[src/rtl/uart_pkg.sv]
// Shared types and elaboration-time helpers for the UART receiver.
// Line format is fixed 8N1; only the clocking is parameterised.
package uart_pkg;

   localparam int DATA_BITS = 8;

   typedef enum logic [2:0] {
      IDLE,
      START,
      DATA,
      STOP,
      BRK
   } state_t;

   // Clock cycles per oversample tick, rounded to nearest and never zero.
   function automatic int calc_div(input int clk_hz, input int baud, input int os);
      longint rate;
      longint div;
      rate = longint'(baud) * longint'(os);
      div  = (longint'(clk_hz) + rate / 2) / rate;
      if (div < 1) div = 1;
      return int'(div);
   endfunction

endpackage

[src/rtl/sync_2ff.sv]
// Generic two-flop synchronizer cell for a single asynchronous level.
// Both stages reset to RST_VAL so the output is defined out of reset.
module sync_2ff #(
   parameter bit RST_VAL = 1'b0
) (
   input  logic clk_i,
   input  logic rst_ni,
   input  logic d_i,
   output logic q_o
);

   logic meta;

   always_ff @(posedge clk_i or negedge rst_ni) begin
      if (!rst_ni) begin
         meta <= RST_VAL;
         q_o  <= RST_VAL;
      end else begin
         meta <= d_i;
         q_o  <= meta;
      end
   end

endmodule

[src/rtl/uart_baud_tick.sv]
// Oversample tick generator: one tick_o pulse every DIV clocks.
// clr_i holds the phase at zero so the first tick lines up with a start edge.
module uart_baud_tick #(
   parameter int DIV = 1
) (
   input  logic clk_i,
   input  logic rst_ni,
   input  logic clr_i,
   output logic tick_o
);

   localparam int CW = (DIV > 1) ? $clog2(DIV) : 1;
   localparam logic [CW-1:0] LAST = CW'(DIV - 1);

   logic [CW-1:0] cnt;

   always_ff @(posedge clk_i or negedge rst_ni) begin
      if (!rst_ni) begin
         cnt <= '0;
      end else if (clr_i || cnt == LAST) begin
         cnt <= '0;
      end else begin
         cnt <= cnt + CW'(1);
      end
   end

   assign tick_o = !clr_i && (cnt == LAST);

endmodule

[src/rtl/uart_rx_core.sv]
// 8N1 UART receiver: oversampled, 3-sample majority vote per bit, valid/ready
// output register, one-cycle framing and overrun error pulses.
module uart_rx_core
   import uart_pkg::*;
#(
   parameter int CLK_FREQ_HZ = 100_000_000,
   parameter int BAUD        = 256_000,
   parameter int OVERSAMPLE  = 16
) (
   input  logic                 clk_i,
   input  logic                 rst_ni,
   input  logic                 en_i,
   input  logic                 rx_i,
   output logic [DATA_BITS-1:0] data_o,
   output logic                 valid_o,
   input  logic                 ready_i,
   output logic                 frame_err_o,
   output logic                 overrun_o,
   output logic                 busy_o
);

   localparam int DIV = calc_div(CLK_FREQ_HZ, BAUD, OVERSAMPLE);
   localparam int M   = OVERSAMPLE / 2;
   localparam int SW  = $clog2(OVERSAMPLE);
   localparam int IW  = $clog2(DATA_BITS);

   logic rx_s;
   logic tick;

   state_t               state, state_next;
   logic [SW-1:0]        s_cnt, s_next;
   logic [IW-1:0]        idx, idx_next;
   logic [DATA_BITS-1:0] shift, shift_next;
   logic                 v0, v0_next;
   logic                 v1, v1_next;

   logic maj;
   logic vote;
   logic last_s;
   logic deliver;
   logic ferr;

   sync_2ff #(.RST_VAL(1'b1)) u_sync (
      .clk_i  (clk_i),
      .rst_ni (rst_ni),
      .d_i    (rx_i),
      .q_o    (rx_s)
   );

   uart_baud_tick #(.DIV(DIV)) u_tick (
      .clk_i  (clk_i),
      .rst_ni (rst_ni),
      .clr_i  (state == IDLE),
      .tick_o (tick)
   );

   // The third sample is taken live on the deciding tick.
   assign maj    = (v0 & v1) | (v0 & rx_s) | (v1 & rx_s);
   assign vote   = tick && (s_cnt == SW'(M + 1));
   assign last_s = tick && (s_cnt == SW'(OVERSAMPLE - 1));
   assign busy_o = (state != IDLE);

   always_comb begin
      state_next = state;
      s_next     = s_cnt;
      idx_next   = idx;
      shift_next = shift;
      v0_next    = v0;
      v1_next    = v1;
      deliver    = 1'b0;
      ferr       = 1'b0;

      if (tick && (state == START || state == DATA || state == STOP)) begin
         s_next = (s_cnt == SW'(OVERSAMPLE - 1)) ? '0 : s_cnt + SW'(1);
         if (s_cnt == SW'(M - 1)) v0_next = rx_s;
         if (s_cnt == SW'(M))     v1_next = rx_s;
      end

      unique case (state)
         IDLE: begin
            if (en_i && !rx_s) begin
               state_next = START;
               s_next     = '0;
            end
         end
         START: begin
            if (vote && maj) begin
               state_next = IDLE;
            end else if (last_s) begin
               state_next = DATA;
               idx_next   = '0;
            end
         end
         DATA: begin
            if (vote) shift_next[idx] = maj;
            if (last_s) begin
               if (idx == IW'(DATA_BITS - 1)) state_next = STOP;
               else                           idx_next   = idx + IW'(1);
            end
         end
         STOP: begin
            // Leave on the vote itself so the next start edge is not missed.
            if (vote) begin
               if (maj) begin
                  deliver    = 1'b1;
                  state_next = IDLE;
               end else begin
                  ferr       = 1'b1;
                  state_next = BRK;
               end
            end
         end
         BRK: begin
            if (rx_s) state_next = IDLE;
         end
         default: state_next = IDLE;
      endcase

      if (!en_i) begin
         state_next = IDLE;
         deliver    = 1'b0;
         ferr       = 1'b0;
      end
   end

   always_ff @(posedge clk_i or negedge rst_ni) begin
      if (!rst_ni) begin
         state <= IDLE;
         s_cnt <= '0;
         idx   <= '0;
         shift <= '0;
         v0    <= 1'b1;
         v1    <= 1'b1;
      end else begin
         state <= state_next;
         s_cnt <= s_next;
         idx   <= idx_next;
         shift <= shift_next;
         v0    <= v0_next;
         v1    <= v1_next;
      end
   end

   always_ff @(posedge clk_i or negedge rst_ni) begin
      if (!rst_ni) begin
         data_o      <= '0;
         valid_o     <= 1'b0;
         frame_err_o <= 1'b0;
         overrun_o   <= 1'b0;
      end else begin
         frame_err_o <= ferr;
         overrun_o   <= deliver && valid_o && !ready_i;
         if (deliver && (!valid_o || ready_i)) begin
            data_o  <= shift;
            valid_o <= 1'b1;
         end else if (valid_o && ready_i) begin
            valid_o <= 1'b0;
         end
      end
   end

endmodule

[config.mk]
export PLATFORM = sky130hd
export DESIGN_NAME = uart_rx_core
export DESIGN_NICKNAME = d
export VERILOG_FILES = /design/src/rtl/uart_pkg.sv /design/src/rtl/sync_2ff.sv /design/src/rtl/uart_baud_tick.sv /design/src/rtl/uart_rx_core.sv
export SDC_FILE = /design/constraint.sdc
export NUM_CORES = 1
export LEC_CHECK = 0
export ABC_AREA = 1
export CAP_MARGIN = 5
export CORE_MARGIN = 2
export CORE_UTILIZATION = 40
export DETAILED_ROUTE_END_ITERATION = 16
export PLACE_DENSITY = 0.69
export RECOVER_POWER = 25
export SYNTH_ARGS = -nofsm -noshare
export SYNTH_HDL_FRONTEND = slang
export SYNTH_SLANG_ARGS = --single-unit
[constraint.sdc]
create_clock -name clk_i -period 2.46 [get_ports clk_i]
set_input_delay 0.492 -clock clk_i [delete_from_list [all_inputs] [get_ports clk_i]]
set_output_delay 0.492 -clock clk_i [all_outputs]
set_load 0.03 [all_outputs]
==> reports/results.ini <==
[place]
io_buffers=16
place_hpwl_mm=2.356
gpl.final_weighted_congestion=0.8784
dp_slack_ns=0.3674

[clock_tree]
clk_pin_slew_ns=0.07
clockBufferDepth=2
htree_levels=2
post_cts_resized=0
cts_setup_buffers=0
cts_tree=built
cts_buffers=5
cts.sinks=38
clock_latency_ns=0.29
cts_root_buf=clkbuf_8
cts.hold.buffers_added=0

[sta]
min_period_over_period_pct=86.36
max_freq_mhz=470.7
setup_tns_ns=0
setup_viol=0
slew_violations=39
post-route-min-period_ns=2.124
worst_pin_slew_ns=1.964
rsz0062_at_grt=no
setup_slack_ns=0.3356
skew_ns=0.005541
relSlewSlack_pct=-30.96
timing.hold.ws_ns=0.3590
hold_viol_final=0

[synth]
synth_cells=220
yosysTopAreaCell=dfrtp_1
yosysWarnings=0
synth.most_common_cell=nand2_1
synthTopCellsByArea=dfrtp_1 (45%), nand2_1 (9.8%), inv_1 (5.7%)
ys.flop_type=dfrtp_1
async_reset_ff_share_pct=100.0
postSynthAreaPerCell_sq_um=8.673
synth_edf_count=0
yosys-top-cells-count=nand2_1 (50), dfrtp_1 (34), inv_1 (29)
ys_types=27
ys_ff_latch=38
synth_top_cell_area_share_pct=44.59
seq_area_frac_synth_pct=50.10
syn_nets=231
synth_area_sq_mm=0.001908

[floorplanning]
die_x_um=73.07
placementRows=25
initial_utilization_pct=40.94
die-area_sq_mm=0.005338
die_y_um=73.07
core_sq_mm=0.004661
ios=17

[routing]
ant_nets=0
wl_per_cell_um=10.65
vias=1406
vias_per_cell=4.734
drt_wl_total_mm=3.164
drc_errors=0
drtIter0Drc=190
drt_first_pass_iters=4

[setup_path]
critPathMaxStageDelay_ns=0.70
critPathMaxFanout=7
path_delay_family=buffers and inverters
critical_path.startpoint_type=register
worstPathArrival_ns=1.63
cp_num_buf_inv=2
cp_data_required_time_ns=1.97
crit_chain=inv_2 > nand2_2 > clkdlybuf4s50_1
slowest_stage=clkdlybuf4s50_1
path_class=reg2out
endpoint_kind=output port

[global_route]
grt-ovfl-total=0
grt_pass1_wl_mm=5.699
grt_max_degree=39
grtUsageTotal_pct=13.97
antenna_found_initial=0
grt_pass1_vias=1291

[flow_run]
drv_cap=1

[power]
p_leak_uw=0.0009878
ir_worst_vdd_v=0.0003063
power_per_cell_area_mw_per_mm2=648.9

[cells_and_area]
finalNetCount=253
seq_area_sq_um=955.9
layout-drive-gt1-share_pct=14.81
syn_to_final_growth_pct=15.80
multiInputGateArea_sq_um=814.5
n_antenna_cell=0
n_fill_cell=440
finish.utilization_pct=47.41

[run_status]
run_status=complete, but fails checks
violations=capacitance limit, slew limit

[hold_path]
min_path_type=reg2reg

[kinds of logic (layout without fill, tap and decap cells)]
| family | after synthesis | in the layout | share of synthesized area (%) |
|---|---|---|---|
| AND/OR/NAND/NOR | 107 | 107 | 26.30 |
| flip-flops | 38 | 38 | 50.10 |
| buffers and inverters | 34 | 57 | 7.213 |
| AO/OA/AOI/OAI | 32 | 32 | 11.08 |
| adder cells (fa/ha/maj) | 6 | 6 | 3.934 |
| XOR/XNOR | 3 | 3 | 1.377 |
[flip-flops by register name (all words and copies together) (netlist names), 3 cells and up]
register,count
state,3
idx,3
s_cnt,4
shift,8
data_o,8
u_tick.cnt,5
[routing by layer]
metal,up-vias,share of wire (%),track usage [%]
met1,632,49,18.50
met3,5,3.6,3.729
met2,24,45,20.82
li1,745,-,-
met4,0,1.9,7.407
met5,-,0,0
[per-stage QoR]
stage / total power (uW) / instances / instance area (sq um)
5_1_grt: 1526 / 297 / 2210
6_report: 1434 / 297 / 2210
3_3_place_gp: 1009 / 289 / 2120
3_5_place_dp: 1016 / 289 / 2120
4_1_cts: 1455 / 297 / 2211
2_1_floorplan: 923.2 / 220 / 1908
[worst reg2reg max path, cell delays in order (launching register included)]
cell and delay (ns):
dfrtp_1 0.40, inv_1 0.10, ha_1 0.15, inv_1 0.04
nor2_2 0.16, nand3_4 0.12, inv_4 0.10, nand4_4 0.25
nand2_1 0.17, o21ai_2 0.06
[power breakdown]
group          internal [uW]  total (uW)  switching (uW)
Clock                    226         433             207
Combinational           93.7         301             207
Sequential               665         699            34.7
[area by class of cell]
type | count | area share [%]
clock inverters | 1 | 0.2265
inverters | 33 | 5.719
clock buffers | 7 | 3.907
flip-flops and latches | 38 | 43.26
repair buffers | 16 | 6.965
well taps | 54 | 3.058
multi-input cells | 148 | 36.86
[final timing paths]
path	startpoint	to	slack [ns]	cells after the start
worst max-delay path	state[2]	busy_o	0.34	3
worst min-delay path	u_sync.meta	u_sync.q_o	0.36	0
worst max register to register	s_cnt[1]	data_o[3]	0.79	9
worst min register to register	u_sync.meta	u_sync.q_o	0.36	0
max in group asynchronous	rst_ni	shift[6]	0.58	1
min in group asynchronous	rst_ni	s_cnt[3]	0.75	1
[cells in the final DEF (no fill, tap or decap), types with 2 or more instances in the layout]
master | Yosys | layout
inv_1 | 29 | 29
nor3_1 | 3 | 3
nand2_1 | 50 | 50
ha_1 | 6 | 6
xor2_1 | 3 | 3
dfstp_2 | 4 | 4
o21ai_2 | 8 | 8
clkbuf_8 | 0 | 6
dfrtp_1 | 34 | 34
nor2_1 | 21 | 21
o21ai_0 | 16 | 16
nor2_2 | 4 | 4
a21oi_1 | 3 | 3
clkdlybuf4s50_1 | 0 | 14
clkbuf_1 | 0 | 2
nand4_1 | 4 | 4
o21ai_1 | 2 | 2
nand2_2 | 4 | 4
inv_2 | 3 | 3
nand3_1 | 16 | 16
Power figures use the tool's default switching activity.
